`config.mk`:
```
export PLATFORM = sky130hd
export DESIGN_NAME = seq_booth_divider
export DESIGN_NICKNAME = d
export VERILOG_FILES = /design/src/rtl/seq_booth_divider.sv
export SDC_FILE = /design/constraint.sdc
export NUM_CORES = 1
export LEC_CHECK = 0
export ABC_AREA = 1
export BUFFER_PORTS_ARGS = -buffer_cell sky130_fd_sc_hd__buf_4
export CAP_MARGIN = 0
export CORE_UTILIZATION = 55
export DETAILED_ROUTE_END_ITERATION = 12
export GPL_TIMING_DRIVEN = 0
export PLACE_DENSITY = 0.86
export SLEW_MARGIN = 20
export SYNTH_ARGS = -nofsm -noshare
export SYNTH_HDL_FRONTEND = slang
export SYNTH_SLANG_ARGS = --single-unit
export TNS_END_PERCENT = 5
```
`constraint.sdc`:
```
create_clock -name clk -period 2.5 [get_ports clk]
set_clock_uncertainty 0.2 [all_clocks]
set_input_delay 0.125 -clock clk [delete_from_list [all_inputs] [get_ports clk]]
set_output_delay 0.125 -clock clk [all_outputs]
set_load 0.02 [all_outputs]
```
`src/rtl/seq_booth_divider.sv`:
```
// Iterative radix-2 restoring divider: signed/unsigned quotient and remainder,
// one shift/subtract step per clock, ready/valid on both sides.
module seq_booth_divider #(
    parameter int DIV_W = 16,
    parameter int CNT_W = $clog2(DIV_W + 1)
) (
    input  logic             clk,
    input  logic             rst_n,
    input  logic             valid_i,
    output logic             ready_o,
    input  logic             signed_i,
    input  logic [DIV_W-1:0] dividend_i,
    input  logic [DIV_W-1:0] divisor_i,
    output logic             valid_o,
    input  logic             ready_i,
    output logic [DIV_W-1:0] quotient_o,
    output logic [DIV_W-1:0] remainder_o,
    output logic             div_by_zero_o
);

    typedef enum logic [1:0] {
        IDLE = 2'd0,
        CALC = 2'd1,
        FIX  = 2'd2,
        DONE = 2'd3
    } state_t;

    state_t state_r, state_s;

    logic [CNT_W-1:0] cnt_r;
    logic             sd_r, sv_r, zero_r;
    logic [DIV_W-1:0] orig_r;
    logic [DIV_W-1:0] dsr_r;
    logic [DIV_W-1:0] quo_r;   // dividend bits shift out of the top, quotient bits in at the bottom
    logic [DIV_W-1:0] part_r;  // restored remainder always fits DIV_W bits
    logic [DIV_W:0]   shift_s, trial_s;
    logic             last_s;
    logic [DIV_W-1:0] quotient_r, remainder_r;
    logic             dbz_r;

    function automatic logic [DIV_W-1:0] neg_if(input logic [DIV_W-1:0] v, input logic en);
        neg_if = en ? (~v + {{(DIV_W-1){1'b0}}, 1'b1}) : v;
    endfunction

    assign ready_o       = (state_r == IDLE);
    assign valid_o       = (state_r == DONE);
    assign quotient_o    = quotient_r;
    assign remainder_o   = remainder_r;
    assign div_by_zero_o = dbz_r;

    assign shift_s = {part_r, quo_r[DIV_W-1]};
    assign trial_s = shift_s - {1'b0, dsr_r};
    assign last_s  = (cnt_r == CNT_W'(DIV_W - 1));

    // State register
    always_ff @(posedge clk or negedge rst_n) begin
        if (!rst_n) begin
            state_r <= IDLE;
        end else begin
            state_r <= state_s;
        end
    end

    // Next-state decode
    always_comb begin
        state_s = state_r;
        case (state_r)
            IDLE: begin
                if (valid_i) state_s = CALC;
                else         state_s = IDLE;
            end
            CALC: begin
                if (last_s) state_s = FIX;
                else        state_s = CALC;
            end
            FIX:  state_s = DONE;
            DONE: begin
                if (ready_i) state_s = IDLE;
                else         state_s = DONE;
            end
            default: state_s = IDLE;
        endcase
    end

    // Operand capture, shift/subtract iteration and result correction
    always_ff @(posedge clk or negedge rst_n) begin
        if (!rst_n) begin
            cnt_r       <= {CNT_W{1'b0}};
            sd_r        <= 1'b0;
            sv_r        <= 1'b0;
            zero_r      <= 1'b0;
            orig_r      <= {DIV_W{1'b0}};
            dsr_r       <= {DIV_W{1'b0}};
            quo_r       <= {DIV_W{1'b0}};
            part_r      <= {DIV_W{1'b0}};
            quotient_r  <= {DIV_W{1'b0}};
            remainder_r <= {DIV_W{1'b0}};
            dbz_r       <= 1'b0;
        end else begin
            case (state_r)
                IDLE: begin
                    if (valid_i) begin
                        sd_r   <= signed_i & dividend_i[DIV_W-1];
                        sv_r   <= signed_i & divisor_i[DIV_W-1];
                        zero_r <= (divisor_i == {DIV_W{1'b0}});
                        orig_r <= dividend_i;
                        quo_r  <= neg_if(dividend_i, signed_i & dividend_i[DIV_W-1]);
                        dsr_r  <= neg_if(divisor_i, signed_i & divisor_i[DIV_W-1]);
                        part_r <= {DIV_W{1'b0}};
                        cnt_r  <= {CNT_W{1'b0}};
                    end
                end
                CALC: begin
                    cnt_r <= cnt_r + {{(CNT_W-1){1'b0}}, 1'b1};
                    if (!trial_s[DIV_W]) begin
                        part_r <= trial_s[DIV_W-1:0];
                        quo_r  <= {quo_r[DIV_W-2:0], 1'b1};
                    end else begin
                        part_r <= shift_s[DIV_W-1:0];
                        quo_r  <= {quo_r[DIV_W-2:0], 1'b0};
                    end
                end
                FIX: begin
                    // MIN / -1 needs no special case: |MIN| / 1 negated twice wraps back to MIN
                    if (zero_r) begin
                        quotient_r  <= {DIV_W{1'b1}};
                        remainder_r <= orig_r;
                        dbz_r       <= 1'b1;
                    end else begin
                        quotient_r  <= neg_if(quo_r, sd_r ^ sv_r);
                        remainder_r <= neg_if(part_r, sd_r);
                        dbz_r       <= 1'b0;
                    end
                end
                default: begin
                end
            endcase
        end
    end

endmodule
```
Word level (Yosys, flattened, before mapping)
Cells that the tools add are included.

Input bits: 37. Word-level logic and storage cells: 54. Output and inout port bits: 35. Register bits after elaboration: 107.

Mux-type cells: 19. Eq/ne operators: 5. $add $sub $neg: 6. Reduce and logical (&&, ||, !) cells: 5. Bitwise logic cells: 7.

Operators by type and width (number): 2-to-1 mux 16 bit (9); adder 16 x 1 -> 16 bit, second input constant (4); NOT 16 bit (4); one-hot mux 16 bit (2 select lines) (2); subtractor 17 x 16 -> 17 bit (1); zero test 16 bit (1); one-hot mux 5 bit (2 select lines) (1); one-hot mux 2 bit (4 select lines) (1); adder 5 x 1 -> 5 bit, second input constant (1); == test 5 x 4 -> 1 bit, second input constant (1); 2-to-1 mux 5 bit (1); == test 2 bit, second input constant (2); 2-to-1 mux 2 bit (2); AND reduction 2 bit (2); 2-to-1 mux 1 bit (3); AND 1 bit (2); == test 2 x 1 -> 1 bit, second input constant (1); zero test 2 bit (1); inequality test 2 bit, second input constant (1); nonzero test 2 bit (1); XOR 1 bit (1).

Depth between registers and ports, before layout
Gate-level depths: netlist (run 1).

Depth in word-level cells: 5. Mapped depth: 15.

Least setup slack after synthesis (run 1)
OpenSTA, ideal clock, no wires.

Kind: reg2reg. Start: register quo_r[15]. End: register part_r[15]. Setup slack: 0.319 ns. Stages on the path, launching flop included: 16. Data arrival time: 1.864 ns. Period minus slack after synthesis: 2.181 ns. Path buffers: 0. Setup time: 0.117 ns. Cell sequence: dfrtp_1 > inv_1 > ha_1 > fa_1 > inv_1 > nand2_1 > nand2_1 > nand3_2 > nand2_2 > nand2_4 > nand2_4 > nand2_4 > nand2_4 > nand2_1 > nand3_1 > nand2_1.

Longest elaborated chain between the ends: 3.

RTL lines: start, declared (RTL line 34) `logic [DIV_W-1:0] quo_r;`; start signal, assigned (RTL line 94) `quo_r <= {DIV_W{1'b0}};`; start signal, assigned (RTL line 107) `quo_r <= neg_if(dividend_i, signed_i & dividend_i[DIV_W-1]);`; start signal, assigned (RTL line 117) `quo_r <= {quo_r[DIV_W-2:0], 1'b1};`; subtractor 17 x 16 -> 17 bit (RTL line 52) `assign trial_s = shift_s - {1'b0, dsr_r};`; 2-to-1 mux 16 bit (RTL line 115) `if (!trial_s[DIV_W]) begin`; one-hot mux 16 bit (2 select lines) (RTL line 100) `case (state_r)`; end signal, assigned (RTL line 109) `part_r <= {DIV_W{1'b0}};`; end signal, assigned (RTL line 116) `part_r <= trial_s[DIV_W-1:0];`; end signal, assigned (RTL line 119) `part_r <= shift_s[DIV_W-1:0];`; end, declared (RTL line 35) `logic [DIV_W-1:0] part_r;`.

No other way between the ends. A chain may end at the register's enable or synchronous reset.

Final worst setup path (run 1)
Start: input divisor_i[0]. End: register dsr_r[4].

Longest elaborated chain between the ends: 3.

RTL lines: start, declared (RTL line 13) `input logic [DIV_W-1:0] divisor_i,`; NOT 16 bit (RTL line 42) `neg_if = en ? (~v + {{(DIV_W-1){1'b0}}, 1'b1}) : v;`; adder 16 x 1 -> 16 bit (RTL line 42); 2-to-1 mux 16 bit (RTL line 42); end signal, assigned (RTL line 93) `dsr_r <= {DIV_W{1'b0}};`; end signal, assigned (RTL line 108) `dsr_r <= neg_if(divisor_i, signed_i & divisor_i[DIV_W-1]);`; end, declared (RTL line 33) `logic [DIV_W-1:0] dsr_r;`.

No other way between the ends.

==> impl_metrics.json, run 1 <==
{
  "arrival_ns": 2.49,
  "max_stage_delay_ns": 0.56,
  "outcome": "finished, final reports clean",
  "h-tree-depth": 3,
  "holdCritPathClass": "primary input to flop",
  "fillers": 939,
  "min-delay-start": "divisor_i[1]",
  "postSynthAreaPerCell_um2": 7.11,
  "rr_startpoint": "state_r[0]$_DFF_PN0_",
  "clock_latency_ns": 0.36,
  "r2r_end": "zero_r$_DFFE_PN0P_",
  "layout.nets": 1172,
  "endpoint_kind": "flop",
  "ys_seq_elements": 107,
  "synth-main-ff-cell": "dfrtp_1",
  "yosysWarnings": 0,
  "hold_viol_final": 0,
  "grt_overflow": 0,
  "multiInputGateArea_um2": 3730,
  "postSynthNetCount": 1051,
  "rows": 40,
  "wl_um": 20300,
  "crit_slowest_cell": "dlygate4sd3_1",
  "fmax_mhz": 408,
  "cts_buffer_depth": 2,
  "fin_tns_setup_ns": 0,
  "grt_pass1_wl_um": 33600,
  "path_class": "primary input to flop",
  "period_needed_ns": 2.45,
  "portBuffers": 71,
  "synth.most_common_cell": "nand2_1",
  "post_cts_buffers": 0,
  "path_cells": "dlygate4sd3_1 -> buf_4 -> inv_2 -> ha_2 -> nand2_2 -> a21oi_2 -> dlygate4sd3_1 -> o22ai_1 -> dlygate4sd3_1",
  "dp_worst_setup_slack_ns": -0.00151,
  "synth_edf_count": 0,
  "track_usage_pct": 33.2,
  "coreArea_um2": 12300,
  "worstRegToRegCells": 8,
  "peakVddDrop_v": 0.000627,
  "syn_area_um2": 7040,
  "ys_types": 47,
  "power_density_nw_per_um2": 1470,
  "netlist_instances": 991,
  "slew_headroom_pct": 33.2,
  "period_share_pct": 97.9,
  "fp.dieArea_um2": 13300,
  "hold_ws_ns": 0.0437,
  "synth_common_cells": "nand2_1, inv_1, dfrtp_1, nand3_1, nor2_1",
  "drt_iter0_drc": 770,
  "ioPinCount": 72,
  "numCtsBuffers": 9,
  "drive_above_1_share_pct": 14.0,
  "seq_area_frac_synth_pct": 38.0,
  "first_pass_iters": 6,
  "vias_per_cell": 5.57,
  "setup_violations": 0,
  "postSynth.asyncResetShare_pct": 100,
  "whs_path_depth": 5,
  "start_util_pct": 57.4,
  "drc": 0,
  "fin_ws_ns": 0.0514,
  "path_buf_inv": 5,
  "path_common_cell": "dlygate4sd3_1",
  "path_delay_family": "buffers and inverters",
  "start_kind": "primary input",
  "regArea_um2": 2680,
  "slew_violations": 0,
  "worst-slew-pin-transition_ns": 1.00,
  "worstSetupPathDepth": 9,
  "cts_root_buf": "clkbuf_16",
  "synthTopCellsByArea": "dfrtp_1, nand2_1, nand3_1",
  "cts.sinks": 107,
  "final_antenna_net_count": 0,
  "grt_max_degree": 108,
  "place.gp.congestion": 0.955,
  "synth_top_area_share_pct": 38.0,
  "whs_endpoint": "dsr_r[1]$_DFFE_PN0P_",
  "critPathLaunch": "divisor_i[0]",
  "required_ns": 2.54,
  "leakage_uw": 0.00439,
  "die_w_um": 115,
  "vias": 7152,
  "rsz0062_at_grt": "yes",
  "synth.largest_area_cell": "dfrtp_1",
  "area_delta_synth_final_pct": 21.2,
  "path_max_fanout": 3,
  "clk_pin_slew_ns": 0.08,
  "detailed_place_hpwl_um": 14600,
  "antenna_found_initial": 0,
  "cap_viol_max_count": 0,
  "num_antenna_cells": 0,
  "tritoncts": "yes",
  "dieHeight_um": 115,
  "reg2reg_slack_ns": 0.12,
  "drt-wirelength-per-cell_um": 15.8,
  "grt_pass1_vias": 6896
}
[layer usage]
metal	global-route usage, %	share of wire, %	up-vias
met5	0	0	-
met4	11.8	2.7	0
met3	6.80	7.1	49
met2	54.6	47	308
met1	43.8	43	3371
li1	-	-	3424
[state kept, by name, indices dropped and copies added, names as in the netlist]
signal / cells
dsr_r: 16
zero_r: 1
sd_r: 1
remainder_o: 16
state_r: 2
quotient_o: 16
div_by_zero_o: 1
part_r: 16
sv_r: 1
quo_r: 16
orig_r: 16
cnt_r: 5
[cells in the final DEF, fill, tap and decap left out, types with 6 or more instances in the layout]
cell | synthesis | layout
buf_2 | 15 | 15
clkbuf_1 | 9 | 8
a31oi_1 | 6 | 6
nand2_1 | 308 | 305
dfrtp_1 | 107 | 107
ha_1 | 22 | 20
a21oi_1 | 17 | 16
o211ai_1 | 11 | 11
buf_4 | 3 | 73
nor2_1 | 70 | 69
dlygate4sd3_1 | 0 | 39
xor2_1 | 23 | 23
nor3_1 | 13 | 12
inv_2 | 5 | 8
nand2_2 | 6 | 8
nand4_1 | 10 | 10
o22ai_1 | 8 | 8
inv_1 | 133 | 130
a22oi_1 | 13 | 13
clkbuf_16 | 0 | 9
nand3b_1 | 7 | 7
o21ai_0 | 57 | 57
nand3_1 | 100 | 100
[final cells by class]
class	count	share of cell area, %
buffer	28	1.69
clock buffer	9	2.64
clock inverter	7	1.16
inverter	140	6.18
multi-input combinational	716	43.7
sequential	107	31.4
tap	168	2.46
timing repair buffer	110	10.9
[worst max-delay path by stage]
stage	slack [ns]	end
final	0.05	dsr_r[4]$_DFFE_PN0P_
after detailed placement	-0.002	part_r[13]$_DFFE_PN0P_
after floorplan	0.32	part_r[15]$_DFFE_PN0P_
after CTS	0.003	part_r[4]$_DFFE_PN0P_
after global routing	-0.001	part_r[9]$_DFFE_PN0P_
after global placement	0.06	part_r[1]$_DFFE_PN0P_
[cells by family after synthesis]
| kind of cell | share of synthesized area, % |
|---|---|
| AO/OA/AOI/OAI | 10.9 |
| adder cells (fa/ha/maj) | 4.19 |
| XOR/XNOR | 3.36 |
| buffers and inverters | 9.52 |
| AND/OR/NAND/NOR | 34.0 |
| flip-flops | 38.0 |
[through the flow]
step	util [%]	total power, uW	area, um^2	cells
floorplan	-	8650	7040	991
global placement	63.5	10400	7790	1230
detailed placement	63.5	10700	7790	1230
CTS	69.4	12400	8510	1285
global route	69.6	13700	8540	1285
finish	69.6	12600	8540	1285
[tightest hold or removal path, stage by stage]
cell     delay (ns)
buf_4          0.08
inv_1          0.06
a21oi_1        0.11
o21ai_0        0.10
o21ai_0        0.09
[where the power goes]
group          leakage [uW]  switching [uW]  internal [uW]
logic               0.00292            4840           2830
clock network      0.000156             683            885
registers           0.00131             749           2580
[what timing repair did]
| action | in CTS | in global routing |
|---|---|---|
| endpoints found under the hold margin | 152 | 0 |
| cloned | 0 | 0 |
| gates resized for setup | 1 | 14 |
| endpoints found under the setup margin | 2 | 20 |
| hold buffers | 39 | 0 |
| pin swaps | 0 | 2 |
(Power assumes the default switching activity.)
==> run 2: changes to the inputs <==
--- a/config.mk
+++ b/config.mk
@@ -7,11 +7,11 @@
 export LEC_CHECK = 0
 export ABC_AREA = 1
 export BUFFER_PORTS_ARGS = -buffer_cell sky130_fd_sc_hd__buf_4
-export CAP_MARGIN = 0
 export CORE_UTILIZATION = 55
 export DETAILED_ROUTE_END_ITERATION = 12
 export GPL_TIMING_DRIVEN = 0
 export PLACE_DENSITY = 0.86
+export REMOVE_ABC_BUFFERS = 1
 export SLEW_MARGIN = 20
 export SYNTH_ARGS = -nofsm -noshare
 export SYNTH_HDL_FRONTEND = slang
==> run 2 against run 1 <==
Effect of this change: utilization fell by 0.59 points; critical endpoint unchanged; largest cell class unchanged; clock-buffer cell count rose by 3; sequential share of layout area rose by 0.27 points; clock power fell by 12%; first-iteration DRC count fell by 19%; sequential power barely moved; fmax fell by 0.14%; via count fell by 3.5%; global-route usage fell by 3.8 points.
==> impl_metrics.json, run 2 (synthesis results as in run 1) <==
{
  "area_delta_synth_final_pct": 20.2,
  "tritoncts": "yes",
  "num_antenna_cells": 0,
  "multiInputGateArea_um2": 3760,
  "dpl_cell_area_um2": 7690,
  "setup_violations": 0,
  "fin_tns_setup_ns": 0,
  "first_pass_iters": 6,
  "ioPinCount": 72,
  "drt_iter0_drc": 622,
  "holdCritPathClass": "primary input to async pin",
  "portBuffers": 71,
  "outcome": "finished, final reports clean",
  "fp.dieArea_um2": 13300,
  "detailed_place_hpwl_um": 12900,
  "fillers": 1002,
  "rsz0062_at_grt": "yes",
  "power_density_nw_per_um2": 1440,
  "drc": 0,
  "required_ns": 2.54,
  "h-tree-depth": 3,
  "period_needed_ns": 2.45,
  "cap_viol_max_count": 0,
  "arrival_ns": 2.49,
  "dieHeight_um": 115,
  "die_w_um": 115,
  "fmax_mhz": 408,
  "vias_per_cell": 5.47,
  "start_kind": "primary input",
  "leakage_uw": 0.00432,
  "slew_headroom_pct": 51.7,
  "rows": 40,
  "grt_overflow": 0,
  "wl_um": 18500,
  "final_antenna_net_count": 0,
  "track_usage_pct": 29.5,
  "final_cell_mix": "nand2_1, inv_1, dfrtp_1, nand3_1, buf_4",
  "peakVddDrop_v": 0.000774,
  "path_max_fanout": 3,
  "place.gp.congestion": 0.902,
  "start_util_pct": 57.4,
  "grt_max_degree": 108,
  "vias": 6902,
  "coreArea_um2": 12300,
  "regArea_um2": 2680,
  "layout_commonest_cell": "nand2_1",
  "clock_latency_ns": 0.36,
  "grt_pass1_wl_um": 30400,
  "grt_pass1_vias": 6358,
  "drt-wirelength-per-cell_um": 14.7,
  "cts_root_buf": "clkbuf_16",
  "design_area_um2": 8470,
  "period_share_pct": 98.1,
  "numCtsBuffers": 9,
  "endpoint_kind": "flop",
  "hold_viol_final": 0,
  "slew_violations": 0,
  "antenna_found_initial": 0,
  "worst-slew-pin-transition_ns": 0.724,
  "clk_pin_slew_ns": 0.07,
  "drive_above_1_share_pct": 12.5,
  "total_power_uw": 12100,
  "cts_buffer_depth": 2,
  "path_class": "primary input to flop",
  "layout.nets": 1149,
  "cts.sinks": 107
}
## run 2: worst paths after layout
path / depth (start not counted) / startpoint / endpoint / slack [ns]
worst max-delay path: 9 / divisor_i[0] / dsr_r[4]$_DFFE_PN0P_ / 0.05
min in group clk: 3 / valid_i / state_r[0]$_DFF_PN0_ / 0.04
worst min register to register: 2 / dsr_r[7]$_DFFE_PN0P_ / dsr_r[7]$_DFFE_PN0P_ / 0.29
worst max register to register: 7 / state_r[0]$_DFF_PN0_ / dsr_r[4]$_DFFE_PN0P_ / 0.09
worst min-delay path: 2 / rst_n / zero_r$_DFFE_PN0P_ / 0.02
max in group asynchronous: 3 / rst_n / remainder_o[12]$_DFFE_PN0N_ / 1.40
## run 2: worst max-delay path, cell delays in order
cell	delay [ns]
dlygate4sd3_1	0.54
buf_4	0.13
inv_1	0.12
ha_4	0.16
nand2_2	0.07
a21oi_2	0.12
dlygate4sd3_1	0.57
o22ai_1	0.08
dlygate4sd3_1	0.57
## run 2: routing by layer
layer / share of wire, % / wire length [um] / global-route usage (%)
met5: 0 / 0 / 0
met4: 1.9 / 357 / 7.88
met3: 7.7 / 1420 / 6.06
met2: 46 / 8520 / 46.5
met1: 44 / 8200 / 41.4
## run 2: layout make-up
| class | instances | share of cell area, % |
|---|---|---|
| Clock inverter | 4 | 0.414 |
| Timing Repair Buffer | 114 | 11.8 |
| Multi-Input combinational cell | 717 | 44.4 |
| Inverter | 140 | 6.30 |
| Sequential cell | 107 | 31.6 |
| Clock buffer | 12 | 2.91 |
| Tap cell | 168 | 2.48 |
## run 2: through the flow
stage	utilization (%)	cells	hold WS [ns]	setup WS, ns
6_report	69.0	1262	0.0202	0.0480
5_1_grt	69.0	1262	0.0551	-0.0952
4_1_cts	68.4	1260	0.0127	0.0156
3_5_place_dp	62.7	1204	0.127	-0.280
3_3_place_gp	62.3	1202	0.165	-1.27
2_1_floorplan	-	963	-0.371	-0.218
## run 2: report_power, final
part	switching, uW	leakage (uW)	internal (uW)
registers	746	0.00131	2580
clock network	669	0.000131	714
logic	4660	0.00288	2780
total	6070	0.00432	6080
## run 2: timing repair
action / CTS / global route
resized for setup: 5 / 11
setup buffers: 0 / 1
hold buffers: 39 / 0
gates cloned: 1 / 0
pin swaps: 1 / 2
hold endpoints to repair: 156 / 0
setup endpoints to repair: 47 / 33
